## src/rtl/lcd_pkg.sv

```systemverilog
// -----------------------------------------------------------------------------
// lcd_pkg
// Shared definitions for the HD44780-style LCD write controller:
//   - lcd_state_e   : controller FSM states
//   - LCD_*         : instruction byte constants
//   - LCD_INIT_ROM  : power-on initialisation sequence (used when the
//                     LCD_CTL_INIT_EN macro is defined)
//   - is_long_cmd() : picks the long execution wait for clear/return-home
//   - max2()        : helper for sizing the delay counter
// -----------------------------------------------------------------------------
package lcd_pkg;

  typedef enum logic [2:0] {
    ST_IDLE      = 3'd0,
    ST_SETUP     = 3'd1,
    ST_PULSE     = 3'd2,
    ST_HOLD      = 3'd3,
    ST_WAIT      = 3'd4,
    ST_INIT_WAIT = 3'd5
  } lcd_state_e;

  localparam logic [7:0] LCD_CLEAR      = 8'h01;
  localparam logic [7:0] LCD_HOME       = 8'h02;
  localparam logic [7:0] LCD_FUNC_8B2L  = 8'h38;
  localparam logic [7:0] LCD_DISP_ON    = 8'h0C;
  localparam logic [7:0] LCD_ENTRY_INC  = 8'h06;

  // Return-home ignores DB0, so 0x03 is also a return-home.
  localparam logic [7:0] LCD_HOME_ALIAS = 8'h03;

  localparam int unsigned LCD_INIT_LEN = 4;

  // 8-bit bus, 2 lines; display on; clear; cursor auto-increment.
  localparam logic [7:0] LCD_INIT_ROM [LCD_INIT_LEN] = '{
    LCD_FUNC_8B2L, LCD_DISP_ON, LCD_CLEAR, LCD_ENTRY_INC
  };

  // Clear and return-home need the long execution wait.
  function automatic logic is_long_cmd(input logic rs, input logic [7:0] data);
    return (rs == 1'b0) &&
           ((data == LCD_CLEAR) || (data == LCD_HOME) || (data == LCD_HOME_ALIAS));
  endfunction

  function automatic int unsigned max2(input int unsigned a, input int unsigned b);
    return (a > b) ? a : b;
  endfunction

endpackage

```

## src/rtl/lcd_delay_cnt.sv

```systemverilog
// -----------------------------------------------------------------------------
// lcd_delay_cnt
// Loadable down counter used for every timed phase of the LCD controller.
// A load takes priority; otherwise the count decrements and saturates at 0.
//   i_clk      : clock
//   i_rst      : asynchronous active-high reset (count -> 0)
//   i_load     : load i_load_val on this edge
//   i_load_val : value to load (phase length in cycles)
//   o_value    : current count
//   o_expire   : count equals 1, i.e. the last cycle of the current phase
// -----------------------------------------------------------------------------
module lcd_delay_cnt
  import lcd_pkg::*;
#(
  parameter int unsigned W = 8
) (
  input  logic         i_clk,
  input  logic         i_rst,
  input  logic         i_load,
  input  logic [W-1:0] i_load_val,
  output logic [W-1:0] o_value,
  output logic         o_expire
);

  logic [W-1:0] r_value;

  // Down counter: load, else decrement, never below zero.
  always_ff @(posedge i_clk or posedge i_rst) begin
    if (i_rst) begin
      r_value <= {W{1'b0}};
    end else if (i_load) begin
      r_value <= i_load_val;
    end else if (r_value != {W{1'b0}}) begin
      r_value <= r_value - {{(W-1){1'b0}}, 1'b1};
    end else begin
      r_value <= r_value;
    end
  end

  assign o_value  = r_value;
  assign o_expire = (r_value == {{(W-1){1'b0}}, 1'b1});

endmodule

```

## src/rtl/lcd_ctl.sv

```systemverilog
// -----------------------------------------------------------------------------
// lcd_ctl
// Byte-wide HD44780 write controller. Accepts one instruction/character per
// valid/ready handshake and drives RS/DB setup, an EN pulse, hold and the
// per-instruction execution wait on the panel pins.
//
// Optional feature (macro LCD_CTL_INIT_EN): after reset, wait T_PWR cycles,
// then send the init sequence 0x38, 0x0C, 0x01, 0x06 before accepting user
// commands. Without the macro the controller is idle right after reset.
//
// Ports:
//   clk_i, rst_i       : clock, asynchronous active-high reset
//   cmd_valid_i        : request; must be held until accepted
//   cmd_rs_i           : 0 = instruction, 1 = data
//   cmd_data_i [7:0]   : byte to send
//   cmd_ready_o        : controller can accept on the next edge
//   lcd_on_i/lcd_on_o  : panel power request, registered pass-through
//   lcd_rs_o, lcd_rw_o : RS pin, RW pin (always 0, write only)
//   lcd_en_o           : EN pin
//   lcd_data_o [7:0]   : DB[7:0]
//   busy_o             : inverse of cmd_ready_o (both 0 while in reset)
// -----------------------------------------------------------------------------
module lcd_ctl
  import lcd_pkg::*;
#(
  parameter int unsigned T_SETUP = 2,
  parameter int unsigned T_EN    = 12,
  parameter int unsigned T_HOLD  = 1,
  parameter int unsigned T_CMD   = 2000,
  parameter int unsigned T_CLR   = 82000,
  parameter int unsigned T_PWR   = 750000
) (
  input  logic       clk_i,
  input  logic       rst_i,
  input  logic       cmd_valid_i,
  input  logic       cmd_rs_i,
  input  logic [7:0] cmd_data_i,
  output logic       cmd_ready_o,
  input  logic       lcd_on_i,
  output logic       lcd_on_o,
  output logic       lcd_rs_o,
  output logic       lcd_rw_o,
  output logic       lcd_en_o,
  output logic [7:0] lcd_data_o,
  output logic       busy_o
);

  localparam int unsigned T_MAX = max2(max2(max2(T_SETUP, T_EN), max2(T_HOLD, T_CMD)),
                                       max2(T_CLR, T_PWR));
  localparam int unsigned CNT_W = $clog2(T_MAX + 1);

  localparam logic [CNT_W-1:0] C_ZERO = {CNT_W{1'b0}};
  localparam logic [CNT_W-1:0] C_ONE  = {{(CNT_W-1){1'b0}}, 1'b1};
  localparam logic [CNT_W-1:0] C_TWO  = C_ONE + C_ONE;

  lcd_state_e       r_state;
  logic             r_ready;
  logic             r_busy;
  logic             r_rs;
  logic             r_en;
  logic             r_on;
  logic [7:0]       r_data;

  logic             w_accept;
  logic             w_cnt_load;
  logic [CNT_W-1:0] w_cnt_load_val;
  logic [CNT_W-1:0] w_cnt_value;
  logic             w_cnt_expire;
  logic [CNT_W-1:0] w_wait_val;
  logic             w_ready_nxt;
  logic             w_init_busy;
  logic             w_init_last;

`ifdef LCD_CTL_INIT_EN
  logic             r_init_active;
  logic [1:0]       r_init_idx;

  assign w_init_busy = r_init_active;
  assign w_init_last = (r_init_idx == 2'd3);
`else
  assign w_init_busy = 1'b0;
  assign w_init_last = 1'b0;
`endif

  lcd_delay_cnt #(
    .W (CNT_W)
  ) u_delay_cnt (
    .i_clk      (clk_i),
    .i_rst      (rst_i),
    .i_load     (w_cnt_load),
    .i_load_val (w_cnt_load_val),
    .o_value    (w_cnt_value),
    .o_expire   (w_cnt_expire)
  );

  // Counter reload and next-ready decisions shared with the FSM below.
  // Ready is raised for the last WAIT cycle so a held request is taken on
  // the very edge the wait ends, leaving no extra idle cycle between bytes.
  always_comb begin
    w_accept       = cmd_valid_i & r_ready;
    w_wait_val     = is_long_cmd(r_rs, r_data) ? CNT_W'(T_CLR) : CNT_W'(T_CMD);
    w_cnt_load     = 1'b0;
    w_cnt_load_val = CNT_W'(T_SETUP);
    w_ready_nxt    = 1'b0;
    case (r_state)
      ST_IDLE: begin
        w_cnt_load     = w_accept;
        w_cnt_load_val = CNT_W'(T_SETUP);
        w_ready_nxt    = ~w_accept;
      end
      ST_SETUP: begin
        w_cnt_load     = w_cnt_expire;
        w_cnt_load_val = CNT_W'(T_EN);
      end
      ST_PULSE: begin
        w_cnt_load     = w_cnt_expire;
        w_cnt_load_val = CNT_W'(T_HOLD);
      end
      ST_HOLD: begin
        w_cnt_load     = w_cnt_expire;
        w_cnt_load_val = w_wait_val;
        // A one-cycle wait is already the final wait cycle.
        w_ready_nxt    = w_cnt_expire & ~w_init_busy & (w_wait_val == C_ONE);
      end
      ST_WAIT: begin
        w_cnt_load_val = CNT_W'(T_SETUP);
        if (w_cnt_expire) begin
          if (w_init_busy) begin
            w_cnt_load  = ~w_init_last;
            w_ready_nxt = w_init_last;
          end else begin
            w_cnt_load  = w_accept;
            w_ready_nxt = ~w_accept;
          end
        end else begin
          w_cnt_load  = 1'b0;
          w_ready_nxt = ~w_init_busy & (w_cnt_value == C_TWO);
        end
      end
`ifdef LCD_CTL_INIT_EN
      ST_INIT_WAIT: begin
        // Counter comes out of reset at zero: first edge starts the power-on delay.
        if (w_cnt_value == C_ZERO) begin
          w_cnt_load     = 1'b1;
          w_cnt_load_val = CNT_W'(T_PWR);
        end else if (w_cnt_expire) begin
          w_cnt_load     = 1'b1;
          w_cnt_load_val = CNT_W'(T_SETUP);
        end else begin
          w_cnt_load     = 1'b0;
        end
      end
`endif
      default: begin
        w_cnt_load  = 1'b0;
        w_ready_nxt = 1'b0;
      end
    endcase
  end

  // Main FSM with registered pin outputs; reset drops EN immediately.
  always_ff @(posedge clk_i or posedge rst_i) begin
    if (rst_i) begin
`ifdef LCD_CTL_INIT_EN
      r_state       <= ST_INIT_WAIT;
      r_init_active <= 1'b1;
      r_init_idx    <= 2'd0;
`else
      r_state       <= ST_IDLE;
`endif
      r_ready <= 1'b0;
      r_busy  <= 1'b0;
      r_rs    <= 1'b0;
      r_en    <= 1'b0;
      r_on    <= 1'b0;
      r_data  <= 8'h00;
    end else begin
      r_on    <= lcd_on_i;
      r_ready <= w_ready_nxt;
      r_busy  <= ~w_ready_nxt;
      case (r_state)
        ST_IDLE: begin
          if (w_accept) begin
            r_rs    <= cmd_rs_i;
            r_data  <= cmd_data_i;
            r_state <= ST_SETUP;
          end
        end
        ST_SETUP: begin
          if (w_cnt_expire) begin
            r_en    <= 1'b1;
            r_state <= ST_PULSE;
          end
        end
        ST_PULSE: begin
          if (w_cnt_expire) begin
            r_en    <= 1'b0;
            r_state <= ST_HOLD;
          end
        end
        ST_HOLD: begin
          if (w_cnt_expire) begin
            r_state <= ST_WAIT;
          end
        end
        ST_WAIT: begin
          if (w_cnt_expire) begin
            if (w_init_busy) begin
`ifdef LCD_CTL_INIT_EN
              if (w_init_last) begin
                r_init_active <= 1'b0;
                r_state       <= ST_IDLE;
              end else begin
                r_init_idx <= r_init_idx + 2'd1;
                r_rs       <= 1'b0;
                r_data     <= LCD_INIT_ROM[r_init_idx + 2'd1];
                r_state    <= ST_SETUP;
              end
`endif
            end else if (w_accept) begin
              r_rs    <= cmd_rs_i;
              r_data  <= cmd_data_i;
              r_state <= ST_SETUP;
            end else begin
              r_state <= ST_IDLE;
            end
          end
        end
`ifdef LCD_CTL_INIT_EN
        ST_INIT_WAIT: begin
          if (w_cnt_expire) begin
            r_init_idx <= 2'd0;
            r_rs       <= 1'b0;
            r_data     <= LCD_INIT_ROM[0];
            r_state    <= ST_SETUP;
          end
        end
`endif
        default: begin
          r_en    <= 1'b0;
          r_state <= ST_IDLE;
        end
      endcase
    end
  end

  assign cmd_ready_o = r_ready;
  assign busy_o      = r_busy;
  assign lcd_on_o    = r_on;
  assign lcd_rs_o    = r_rs;
  assign lcd_rw_o    = 1'b0;
  assign lcd_en_o    = r_en;
  assign lcd_data_o  = r_data;

endmodule

```

## config.mk

```make
export PLATFORM = sky130hd
export DESIGN_NAME = lcd_ctl
export DESIGN_NICKNAME = d
export VERILOG_FILES = /design/src/rtl/lcd_pkg.sv /design/src/rtl/lcd_delay_cnt.sv /design/src/rtl/lcd_ctl.sv
export SDC_FILE = /design/constraint.sdc
export NUM_CORES = 1
export LEC_CHECK = 0
export CAP_MARGIN = 15
export CORE_MARGIN = 4
export CORE_UTILIZATION = 45
export CTS_BUF_LIST = sky130_fd_sc_hd__clkbuf_2
export DETAILED_ROUTE_END_ITERATION = 10
export PLACE_DENSITY = 0.7
export SLEW_MARGIN = 20
export SYNTH_ARGS = -nofsm -noshare
export SYNTH_HDL_FRONTEND = slang
export SYNTH_SLANG_ARGS = --single-unit
```

## constraint.sdc

```tcl
create_clock -name clk_i -period 2.3 [get_ports clk_i]
set_clock_uncertainty 0.05 [all_clocks]
set_input_delay 0.46 -clock clk_i [delete_from_list [all_inputs] [get_ports clk_i]]
set_output_delay 0.46 -clock clk_i [all_outputs]
set_load 0.02 [all_outputs]
```

# Word level (Yosys, flattened, before mapping)
# Cells that the tools add are included.
[word_totals]
reg_bits = 36
output_inout_bits = 14
[classes]
n_reduce_logical = 12
muxes = 24
bitwise_logic = 6
eq_ne = 15
add_sub_neg = 1
[op_table]
columns = ["cell", "n"]
rows = [
  ["case mux 17 bit (3 select lines)", 1],
  ["2-to-1 mux 20 bit", 2],
  ["== test 20 x 1 -> 1 bit (second input constant)", 1],
  ["== test 20 x 2 -> 1 bit (second input constant)", 1],
  ["nonzero test 20 bit", 1],
  ["subtractor 20 x 1 -> 20 bit (second input constant)", 1],
  ["== test 17 x 1 -> 1 bit (second input constant)", 1],
  ["2-to-1 mux 17 bit", 1],
  ["== test 8 x 2 -> 1 bit (second input constant)", 2],
  ["2-to-1 mux 8 bit", 2],
  ["case mux 8 bit (2 select lines)", 1],
  ["2-to-1 mux 3 bit", 5],
  ["case mux 3 bit (5 select lines)", 1],
  ["case mux 1 bit (3 select lines)", 3],
  ["== test 8 x 1 -> 1 bit (second input constant)", 1],
  ["!= test 2 x 1 -> 1 bit (second input constant)", 4],
  ["2-to-1 mux 1 bit", 7],
  ["== test 3 x 2 -> 1 bit (second input constant)", 2],
  ["OR reduction 3 bit", 2],
  ["AND reduction 5 bit", 1],
  ["inverter 1 bit", 4],
  ["nonzero test 2 bit", 2],
  ["== test 3 x 1 -> 1 bit (second input constant)", 1],
  ["== test 3 bit (second input constant)", 1],
  ["8 further kinds", 10],
]

# Logic depth before layout (Yosys ltp)
[logic_depth]
ltp_word = 9
mapped_depth = 9

# Hierarchy
# A second synthesis with hierarchy kept.
[hier_totals]
cells_unflattened = 209
hier_area_um2 = 2110.8
[modules_own_cells]
columns = ["mod", "instances", "area_each_um2", "cells_per_inst", "seq_area_each_um2"]
rows = [
  ["lcd_delay_cnt", 1, 1295.0, 139, 500.5],
  ["lcd_ctl", 1, 815.8, 70, 400.4],
]

# Worst setup path before layout
# No wires, ideal clock.
[synth_path]
path_type = "reg2reg"
start = "reg u_delay_cnt.r_value[0] (netlist: u_delay_cnt.o_value[0])"
end = "reg u_delay_cnt.r_value[16] (netlist: u_delay_cnt.o_value[16])"
path_buffers = 1
period_less_slack_ns = 2.299
arrival_ns = 2.124
setup_slack_ns = 0.001
required_ns = 2.125
path_stages_with_launch = 9
path_cell_list = "dfrtp_1 inv_1 ha_1 or3b_2 clkbuf_1 nor2_1 nand3_1 xor2_1 a2111oi_0"
[synth_between]
elab_chain_len = 4
elab_cells_between_ends = 8
cone_classes = "add/sub (1); eq/ne (1); mux (4); reduce/logical (2)"
[synth_lines]
columns = ["element", "line", "rtl"]
rows = [
  ["start, declared", "lcd_delay_cnt.sv:25", "logic [W-1:0] r_value;"],
  ["start signal, assigned", "lcd_delay_cnt.sv:30", "r_value <= {W{1'b0}};"],
  ["start signal, assigned", "lcd_delay_cnt.sv:32", "r_value <= i_load_val;"],
  ["start signal, assigned", "lcd_delay_cnt.sv:34", "r_value <= r_value - {{(W-1){1'b0}}, 1'b1};"],
  ["branches (longest 4 deep; another with subtractor 20 x 1 -> 20 bit)", "-", ""],
]
# Parallel ways; which one is timed is not known. The select of a mux whose other input is x is not followed.
# A chain may end at the register's enable or synchronous reset.

# Final worst setup path
[layout_path]
start = "reg u_delay_cnt.r_value[4] (netlist: u_delay_cnt.o_value[4])"
end = "reg u_delay_cnt.r_value[19] (netlist: u_delay_cnt.o_value[19])"
# Same word-level chain as after synthesis.

==> key figures <==
Floorplan
  – Die Area: 5340 um^2
  – Die width: 73.1 um
  – Io pins: 27
  – Placement row count: 23
  – Starting density of the core: 47.0%
  – CORE AREA: 4060 um^2
  – Die Height: 73.1 um

Outcome
  – Outcome: finished clean

Clock tree
  – Bufs on Longest Clock Path: 2
  – CTS clk-pin slew, worst paths: 0.21 ns
  – CTS tree: yes
  – Root buffer cell: clkbuf_2
  – CTS Sinks: 36
  – CTS buffer count: 5
  – Worst skew pair latency: 0.40 ns
  – # H-tree levels: 2

Worst setup path
  – CP Capture Type: register
  – Crit path launch type: register
  – CP arrival: 2.56 ns
  – Worst Reg-to-Reg Cells: 5
  – CP Class: reg2reg
  – Reg2reg start: u_delay_cnt.o_value[4]$_DFFE_PP0P_
  – Req. time, crit path: 2.60 ns
  – Critical path peak fanout: 6
  – R2R Setup Slk: 0.04 ns
  – RR Endpoint: u_delay_cnt.o_value[19]$_DFFE_PP0P_

Synth
  – Count leader, synth: dfrtp_1
  – Synthesis-stage register bit count: 36
  – Mapped Cells: 191
  – Syn nets: 207
  – Mean Syn Cell Area: 9.98 um^2
  – Ys flop type: dfrtp_1
  – EDFF count, synth: 0
  – Dominant cell type by area after synthesis: dfrtp_1
  – Synth top area share: 47.3%
  – Largest cells by area after synthesis: dfrtp_1, mux2_2, xnor2_1
  – Yosys cell types: 43
  – Ys async rst share: 100%
  – Top cells by count, synth: dfrtp_1, nor2_1, o21ai_0
  – Yosys warnings: 0
  – Synthesized area: 1910 um^2
  – Register area share after synthesis: 47.3%

Pwr
  – Sw frac: 22.9%
  – VDD IR max: 0.281 mV
  – Power, Total: 1.09 mW
  – Cell Pwr Density: 431 nW/um^2
  – Pint: 0.837 mW
  – Switching Power: 0.249 mW
  – Clock share of power: 38.0%
  – Combinational share of power: 3.5%
  – Sequential Power Share: 58.5%
  – Leak: 1.04 nW

STA
  – Final Cycle Share: 98.2%
  – Worst slew pin tran: 0.527 ns
  – Final worst slack: 0.0423 ns
  – Slew Viols, Final: 0
  – FMAX: 443 MHz
  – Final hold violation count: 0
  – Slew HR: 64.0%
  – Min Clock Period, post-route: 2.26 ns
  – Final setup viols: 0
  – Setup_tns: 0 ns

Global routing
  – Global-route wire length before repair: 6830 um
  – GRT Total Usage: 16.6%
  – Congestion Overflow GR: 0
  – Vias in the first global route: 1495
  – Pin count of the biggest net entering global routing: 37
  – Initial antenna violation count: 0

Route
  – Detailed Route WL: 4270 um
  – 1st-iter DRT viols: 126
  – Routed WL per cell: 14.5 um
  – Vias: 1599
  – DR pass1 iterations: 4
  – Post-route ant nets: 0
  – Drc violations: 0
  – Vias per cell: 5.42

Place
  – Place WS: -0.135 ns
  – Detailed placement HPWL: 3120 um
  – Buffers on Ports: 25
  – RD Place Congestion: 0.829
  – Placed inst area: 2370 um^2

Layout
  – Cell area after layout: 2520 um^2
  – Area Overhead vs Synth: 32.1%
  – ANT cells: 0
  – Share of layout cells above drive strength 1: 25.7%
  – Nets: 260

Worst hold path
  – Worst hold path class: in2async

Run
  – Max cap viols: 0
registers in the layout, summed over array words and instances, names as in the netlist:
register and flops:
lcd_data_o 8, busy_o 1, lcd_rs_o 1, u_delay_cnt.o_value 20, r_state 3, lcd_en_o 1, lcd_on_o 1, cmd_ready_o 1
layer usage:
metal  routed length [um]  track usage [%]  share of wire (%)
met4                   13             4.30               0.30
met1                 2060             23.5                 48
met2                 2000             24.7                 47
met5                    0                0                  0
met3                  203             4.82                4.7
through the flow:
step | utilization (%) | hold WS (ns) | instances
finish | 62.0 | 0.379 | 295
CTS | 60.2 | 0.387 | 291
global route | 62.0 | 0.394 | 295
detailed placement | 58.4 | 0.469 | 283
floorplan | - | 0.441 | 191
global placement | 58.4 | 0.467 | 283
area by class of cell:
cell class / instances / area (um^2)
clock buffer: 5 / 25.0
clock inverter: 3 / 42.5
fill: 319 / 1540
inverter: 7 / 26.3
multi-input combinational: 140 / 991
sequential: 36 / 902
tap: 50 / 62.6
timing repair buffer: 54 / 468
critical path, stage by stage, from the launching register on:
cell	delay (ns)
dfrtp_1	0.43
or4_4	0.58
or2_4	0.30
or2_4	0.24
or4b_4	0.48
a21oi_2	0.15
cells in the final DEF, fill, tap and decap left out, types with 3 or more instances in the layout:
master           instances
a2111oi_0                5
a21oi_1                  4
buf_4                   29
clkbuf_2                 5
clkdlybuf4s50_1         25
dfrtp_1                 35
ha_1                     3
inv_1                    7
mux2_2                  10
mux2i_1                  3
nand2_1                 12
nand3_1                  6
nor2_1                  18
nor3_1                   7
nor4_1                   6
nor4_2                   4
o21ai_0                 13
xnor2_1                 12
xor2_1                   3
repair_timing:
item | 4_1_cts | 5_1_grt
setup endpoints to repair | 3 | 24
setup buffers | 0 | 4
hold buffers | 0 | 0
pin swaps | 0 | 0
gates resized for setup | 1 | 11
worst max-delay path by stage:
stage	from	end	slack, ns
floorplan	u_delay_cnt.o_value[0]$_DFFE_PP0P_	u_delay_cnt.o_value[16]$_DFFE_PP0P_	0.0006
global placement	cmd_valid_i	u_delay_cnt.o_value[19]$_DFFE_PP0P_	-0.12
detailed placement	cmd_valid_i	u_delay_cnt.o_value[19]$_DFFE_PP0P_	-0.14
CTS	u_delay_cnt.o_value[0]$_DFFE_PP0P_	u_delay_cnt.o_value[16]$_DFFE_PP0P_	0.03
global route	u_delay_cnt.o_value[5]$_DFFE_PP0P_	u_delay_cnt.o_value[19]$_DFFE_PP0P_	-0.05
finish	u_delay_cnt.o_value[4]$_DFFE_PP0P_	u_delay_cnt.o_value[19]$_DFFE_PP0P_	0.04
kinds of logic (layout without fill, tap and decap cells):
logic type / Yosys count / count (layout) / synth area share, %
simple gates: 73 / 73 / 20.9
flops: 36 / 36 / 47.3
compound gates: 35 / 35 / 12.1
xor+xnor: 15 / 15 / 6.89
buf+inv: 15 / 69 / 3.22
mux: 13 / 13 / 7.49
fa+ha+maj: 3 / 3 / 1.97
other cells: 1 / 1 / 0.197
power groups by stage:
stage	combinational, mW	sequential, mW	clock, mW
after global routing	0.0420	0.635	0.443
after global placement	0.0389	0.646	0
after floorplan	0.0124	0.647	0
final	0.0378	0.635	0.413
after detailed placement	0.0390	0.646	0
after CTS	0.0390	0.635	0.420
(Power assumes the default switching activity.)
